<file path="src/rtl/hrm_mm_sched.sv">
// hrm_mm_sched
//   Per-cycle packet scheduler for the hot-redundancy memory manager.
//   Each accepted cyc_start latches the slot enable mask and flips the
//   ping-pong channel. The block then walks slots 0..PKT_NUM-1 in order and
//   issues one pkt_req per enabled slot. For each request it waits for
//   pkt_ack, or gives up after TOUT_CYC cycles and counts a timeout.
//
// Ports
//   clk_100m, rst_100m     clock, asynchronous active-high reset
//   cyc_start              start pulse (ignored with overrun while busy)
//   pkt_en_mask[15:0]      slot enables, sampled on accepted cyc_start
//   pkt_ack                transfer-finished pulse, only honoured in WAIT
//   pkt_req, pkt_num[3:0]  request pulse and slot index
//   chn_sel                ping-pong select, toggles per accepted cycle
//   busy                   scheduler not idle
//   cyc_done               all slots handled
//   tout_err               current packet timed out
//   overrun                cyc_start arrived while busy
//   err_cnt[ERR_W-1:0]     saturating timeout count, cleared only by reset
module hrm_mm_sched #(
   parameter int unsigned PKT_NUM  = 8,
   parameter int unsigned TOUT_CYC = 2000,
   parameter int unsigned ERR_W    = 8
) (
   input  logic             clk_100m,
   input  logic             rst_100m,
   input  logic             cyc_start,
   input  logic [15:0]      pkt_en_mask,
   input  logic             pkt_ack,
   output logic             pkt_req,
   output logic [3:0]       pkt_num,
   output logic             chn_sel,
   output logic             busy,
   output logic             cyc_done,
   output logic             tout_err,
   output logic             overrun,
   output logic [ERR_W-1:0] err_cnt
);

   localparam int unsigned    TW      = $clog2(TOUT_CYC);
   localparam logic [TW-1:0]  T_LAST  = TW'(TOUT_CYC - 1);
   localparam logic [4:0]     IDX_END = 5'(PKT_NUM);

   typedef enum logic [2:0] {IDLE, SCAN, REQ, WAIT, DONE} state_t;

   state_t           state_q, state_d;
   logic [4:0]       idx_q, idx_d;
   logic [TW-1:0]    timer_q, timer_d;
   logic [15:0]      mask_q, mask_d;
   logic             chn_sel_q, chn_sel_d;
   logic [3:0]       pkt_num_q, pkt_num_d;
   logic [ERR_W-1:0] err_cnt_q, err_cnt_d;
   logic             pkt_req_q, pkt_req_d;
   logic             busy_q, busy_d;
   logic             cyc_done_q, cyc_done_d;
   logic             tout_err_q, tout_err_d;
   logic             overrun_q, overrun_d;

   always_ff @(posedge clk_100m or posedge rst_100m) begin
      if (rst_100m) begin
         state_q    <= IDLE;
         idx_q      <= '0;
         timer_q    <= '0;
         mask_q     <= '0;
         chn_sel_q  <= 1'b0;
         pkt_num_q  <= '0;
         err_cnt_q  <= '0;
         pkt_req_q  <= 1'b0;
         busy_q     <= 1'b0;
         cyc_done_q <= 1'b0;
         tout_err_q <= 1'b0;
         overrun_q  <= 1'b0;
      end else begin
         state_q    <= state_d;
         idx_q      <= idx_d;
         timer_q    <= timer_d;
         mask_q     <= mask_d;
         chn_sel_q  <= chn_sel_d;
         pkt_num_q  <= pkt_num_d;
         err_cnt_q  <= err_cnt_d;
         pkt_req_q  <= pkt_req_d;
         busy_q     <= busy_d;
         cyc_done_q <= cyc_done_d;
         tout_err_q <= tout_err_d;
         overrun_q  <= overrun_d;
      end
   end

   // pkt_req and cyc_done are registered from the REQ/DONE state itself, so
   // they appear one cycle after entering that state; tout_err, overrun and
   // busy follow the decision taken on the same edge.
   always_comb begin
      state_d    = state_q;
      idx_d      = idx_q;
      timer_d    = timer_q;
      mask_d     = mask_q;
      chn_sel_d  = chn_sel_q;
      pkt_num_d  = pkt_num_q;
      err_cnt_d  = err_cnt_q;
      pkt_req_d  = 1'b0;
      cyc_done_d = 1'b0;
      tout_err_d = 1'b0;
      overrun_d  = cyc_start && (state_q != IDLE);

      case (state_q)
         IDLE: begin
            if (cyc_start) begin
               mask_d    = pkt_en_mask;
               idx_d     = '0;
               chn_sel_d = ~chn_sel_q;
               state_d   = SCAN;
            end
         end
         SCAN: begin
            if (idx_q == IDX_END) begin
               state_d = DONE;
            end else if (mask_q[idx_q[3:0]]) begin
               state_d = REQ;
            end else begin
               idx_d = idx_q + 5'd1;
            end
         end
         REQ: begin
            pkt_req_d = 1'b1;
            pkt_num_d = idx_q[3:0];
            timer_d   = '0;
            state_d   = WAIT;
         end
         WAIT: begin
            // ack has priority over a timeout landing on the same cycle
            if (pkt_ack) begin
               idx_d   = idx_q + 5'd1;
               state_d = SCAN;
            end else if (timer_q == T_LAST) begin
               tout_err_d = 1'b1;
               if (err_cnt_q != '1) begin
                  err_cnt_d = err_cnt_q + ERR_W'(1);
               end
               idx_d   = idx_q + 5'd1;
               state_d = SCAN;
            end else begin
               timer_d = timer_q + TW'(1);
            end
         end
         DONE: begin
            cyc_done_d = 1'b1;
            state_d    = IDLE;
         end
         default: state_d = IDLE;
      endcase

      busy_d = (state_d != IDLE);
   end

   assign pkt_req  = pkt_req_q;
   assign pkt_num  = pkt_num_q;
   assign chn_sel  = chn_sel_q;
   assign busy     = busy_q;
   assign cyc_done = cyc_done_q;
   assign tout_err = tout_err_q;
   assign overrun  = overrun_q;
   assign err_cnt  = err_cnt_q;

endmodule

</file>
<file path="config.mk">
export PLATFORM = sky130hd
export DESIGN_NAME = hrm_mm_sched
export DESIGN_NICKNAME = d
export VERILOG_FILES = /design/src/rtl/hrm_mm_sched.sv
export SDC_FILE = /design/constraint.sdc
export NUM_CORES = 1
export LEC_CHECK = 0
export ABC_AREA = 1
export CORE_AREA = 2 2 107 109
export CTS_CLUSTER_SIZE = 20
export DETAILED_ROUTE_END_ITERATION = 16
export DIE_AREA = 0 0 109 111
export GPL_TIMING_DRIVEN = 0
export PLACE_DENSITY_LB_ADDON = 0.08
export SETUP_SLACK_MARGIN = 0.4
export SYNTH_ARGS = -nofsm -noshare
export SYNTH_HDL_FRONTEND = slang
export SYNTH_SLANG_ARGS = --single-unit
</file>
<file path="constraint.sdc">
create_clock -name clk_100m -period 1.9 [get_ports clk_100m]
set_input_delay 0.475 -clock clk_100m [delete_from_list [all_inputs] [get_ports clk_100m]]
set_output_delay 0.475 -clock clk_100m [all_outputs]
set_load 0.01 [all_outputs]
</file>
==> impl_metrics.json <==
{
  "status": "finished clean",
  "drv_slew": 0,
  "cts_max_level": 2,
  "hpwl_mm": 4.630,
  "layout_setup_ws_ns": 0.2933,
  "p_sw_w": 0.001986,
  "skew_ns": 0.005027,
  "cpMostUsedCell": "nand3_4",
  "antenna_left": 0,
  "dr.pass1.iters": 4,
  "period_share_pct": 84.56,
  "peakVddDrop_mv": 0.4684,
  "crit_path_end_kind": "flop",
  "path_cells": "ha_4, nand2_4, nor2_4, nand3_4, nand3_4, buf_12, nand2_8, buf_8, a21oi_4, nand2_1",
  "first_iter_violations": 77,
  "maxCapViolCount": 0,
  "yosys_warnings": 0,
  "grt_start_max_net_pins": 28,
  "grt_pass1_wl_mm": 12.70,
  "synth_top_family_by_area": "simple AND/OR/NAND/NOR gates",
  "clock_latency_ns": 0.30,
  "setup_viol": 0,
  "synth.distinct_cells": 25,
  "areaGrowthSynthToFinish_pct": 54.59,
  "die_area_sq_mm": 0.01210,
  "arrival_ns": 1.79,
  "synth_top_cell_by_area": "dfrtp_1",
  "initial_core_util_pct": 24.13,
  "yosys.area_share.simple_pct": 28.98,
  "wl_per_cell_microns": 13.12,
  "power.internal_w": 0.003133,
  "fp.dieW_microns": 109,
  "yosysMostFrequentCell": "nand2_1",
  "synthTopCellsByCount": "nand2_1 (83), dfrtp_1 (53), inv_1 (48)",
  "setup_tns_ns": 0,
  "ys_seq_elements": 53,
  "swShare_pct": 38.81,
  "hold_viol": 0,
  "syn_area_per_cell_sq_um": 7.930,
  "combinationalPowerShare_pct": 47.5,
  "place_inst": 517,
  "antenna_found_initial": 0,
  "ys.flop_type": "dfrtp_1",
  "hp-class": "reg -> reg",
  "leakagePower_nw": 2.003,
  "instances_no_fill": 574,
  "synth_adder_area_share_pct": 1.873,
  "slowest_delay_ns": 0.39,
  "fin_crit_ns": 1.607,
  "mappedNetlistArea_sq_mm": 0.002673,
  "synthArstFlopShare_pct": 100.0,
  "core_area_sq_mm": 0.01108,
  "rsz0062_at_grt": "yes",
  "synth_xor_area_share_pct": 3.605,
  "synthMuxAreaShare_pct": 0,
  "p_per_area_mw_per_mm2": 1239,
  "holdBufCountCts": 0,
  "clock_sinks": 53,
  "cts_tree": "done",
  "synth_seq_area_share_pct": 49.63,
  "path_class": "reg -> reg",
  "synth_edf_count": 0,
  "vias": 2447,
  "netlist.area_leader.share_pct": 49.63,
  "dpl_worst_slack_ns": -0.08356,
  "place_area_sq_mm": 0.003241,
  "grt_pass1_vias": 2535,
  "layout-drive-gt1-share_pct": 31.09,
  "place_congestion": 0.7762,
  "cp.required_ns": 2.08,
  "rows": 39,
  "clk_pin_slew_ns": 0.07,
  "p_clk_share_pct": 21.3,
  "seqPwrFrac_pct": 31.2,
  "pin_count": 38,
  "synth_compound_area_share_pct": 7.444,
  "n_antenna_cell": 0,
  "cts-buffers-inserted": 5,
  "worstPathMaxFanout": 5,
  "grt_overflow": 0,
  "die-height_microns": 111,
  "worst_pin_slew_ns": 0.6623,
  "critPathSlowestCell": "dfrtp_1",
  "clock_path_buffers": 2,
  "root_buffer": "clkbuf_16",
  "viasPerCell": 4.263,
  "fmax_mhz": 622.4,
  "slew_headroom_pct": 55.75,
  "track_usage_pct": 13.48,
  "power.total_w": 0.005119,
  "wirelength_mm": 7.530,
  "drcViolationCount": 0,
  "synth.top_cells.by_area": "dfrtp_1 (50%), nand2_1 (12%), inv_1 (6.7%)",
  "postSynthCellCount": 337,
  "critPathLaunchType": "flop",
  "fin_nets": 454,
  "final_area_sq_mm": 0.004131,
  "synth_nets": 361,
  "port_buffers": 37
}
-- metal layers --
layer / global-route usage, % / share of wire, % / vias up
met5: 0 / 0 / -
met4: 4.359 / 1.4 / 0
met3: 2.175 / 2.4 / 8
met2: 22.07 / 50 / 24
met1: 18.00 / 46 / 1165
li1: - / - / 1250
-- placed cells by master (no fill, tap or decap), types with 2 or more instances in the layout --
master,netlist,routed
o21ai_1,0,5
buf_4,1,35
nand2_4,0,4
clkbuf_2,0,2
nor3_2,1,2
dfrtp_2,0,5
nor2_2,3,3
nor2_4,2,6
a21oi_4,1,2
clkbuf_16,0,5
nand2_1,83,70
nand3_4,0,3
dlygate4sd2_1,0,15
nor3_1,5,3
clkdlybuf4s15_1,0,2
inv_2,3,10
nand4_1,10,10
inv_1,48,37
dfrtp_1,53,48
nand3_2,2,8
a21oi_1,23,20
buf_2,4,3
a21oi_2,0,2
ha_4,0,3
nand3_1,27,18
xnor2_1,5,5
buf_6,0,12
clkdlybuf4s50_1,0,19
o21ai_0,12,6
nand2_2,4,12
clkinvlp_4,0,4
nor2_1,35,31
xor2_1,6,6
buf_12,0,2
-- per-stage QoR --
step | util (%) | hold WS [ns]
2_1_floorplan | - | 0.4572
3_3_place_gp | 29.26 | 0.4673
3_5_place_dp | 29.26 | 0.4789
4_1_cts | 35.25 | 0.4857
5_1_grt | 37.30 | 0.5251
6_report | 37.30 | 0.4850
-- path summary, 6_finish.rpt --
kind	from	to	slack, ns	cells after the start
max	timer_q[1]$_DFFE_PP0P_	busy$_DFF_PP0_	0.29	10
min	chn_sel$_DFFE_PP0P_	chn_sel$_DFFE_PP0P_	0.49	1
max reg2reg	timer_q[1]$_DFFE_PP0P_	busy$_DFF_PP0_	0.29	10
min reg2reg	chn_sel$_DFFE_PP0P_	chn_sel$_DFFE_PP0P_	0.49	1
max in group asynchronous	rst_100m	timer_q[0]$_DFFE_PP0P_	0.76	2
min in group asynchronous	rst_100m	mask_q[6]$_DFFE_PP0P_	0.71	2
-- kinds of logic (layout without fill, tap and decap cells) --
family / after synthesis / after routing
compound gates: 37 / 37
buf+inv: 58 / 152
flops: 53 / 53
fa+ha+maj: 4 / 4
simple gates: 174 / 174
xor+xnor: 11 / 11
-- timing repair --
| item | CTS | global route |
|---|---|---|
| resized for setup | 80 | 41 |
| setup endpoints to repair | 113 | 46 |
| setup buffers | 34 | 12 |
| pin swaps | 22 | 16 |
| cloned | 3 | 0 |
-- flip-flops by register name, summed over array words and instances, names as in the netlist --
signal    cells
pkt_req       1
mask_q       16
idx_q         5
timer_q      11
pkt_num       4
cyc_done      1
busy          1
state_q       3
tout_err      1
overrun       1
err_cnt       8
chn_sel       1
-- power by group through the flow --
stage	registers [W]	clock network (W)	logic, W
2_1_floorplan	0.00160	0	0.00106
3_3_place_gp	0.00162	0	0.00159
3_5_place_dp	0.00163	0	0.00159
4_1_cts	0.00160	0.00113	0.00215
5_1_grt	0.00164	0.00117	0.00270
6_report	0.00160	0.00109	0.00243
-- critical path: cells and delay by family (launching register included) --
family	cells	cell delay, ns
simple gates	6	0.56
flops	1	0.39
buf+inv	2	0.26
fa+ha+maj	1	0.16
compound gates	1	0.11
-- area by class of cell --
cell class,instances,area (sq um)
clock buffers,6,138.9
plain buffers,7,57.56
multi-input cells,226,1375
repair buffers,85,789.5
fillers,1116,6945
clock inverters,2,37.54
well taps,143,178.9
inverters,51,214.0
flip-flops and latches,53,1333
repair inverters,1,7.507
Note: power is estimated with default switching activity, not from simulation.
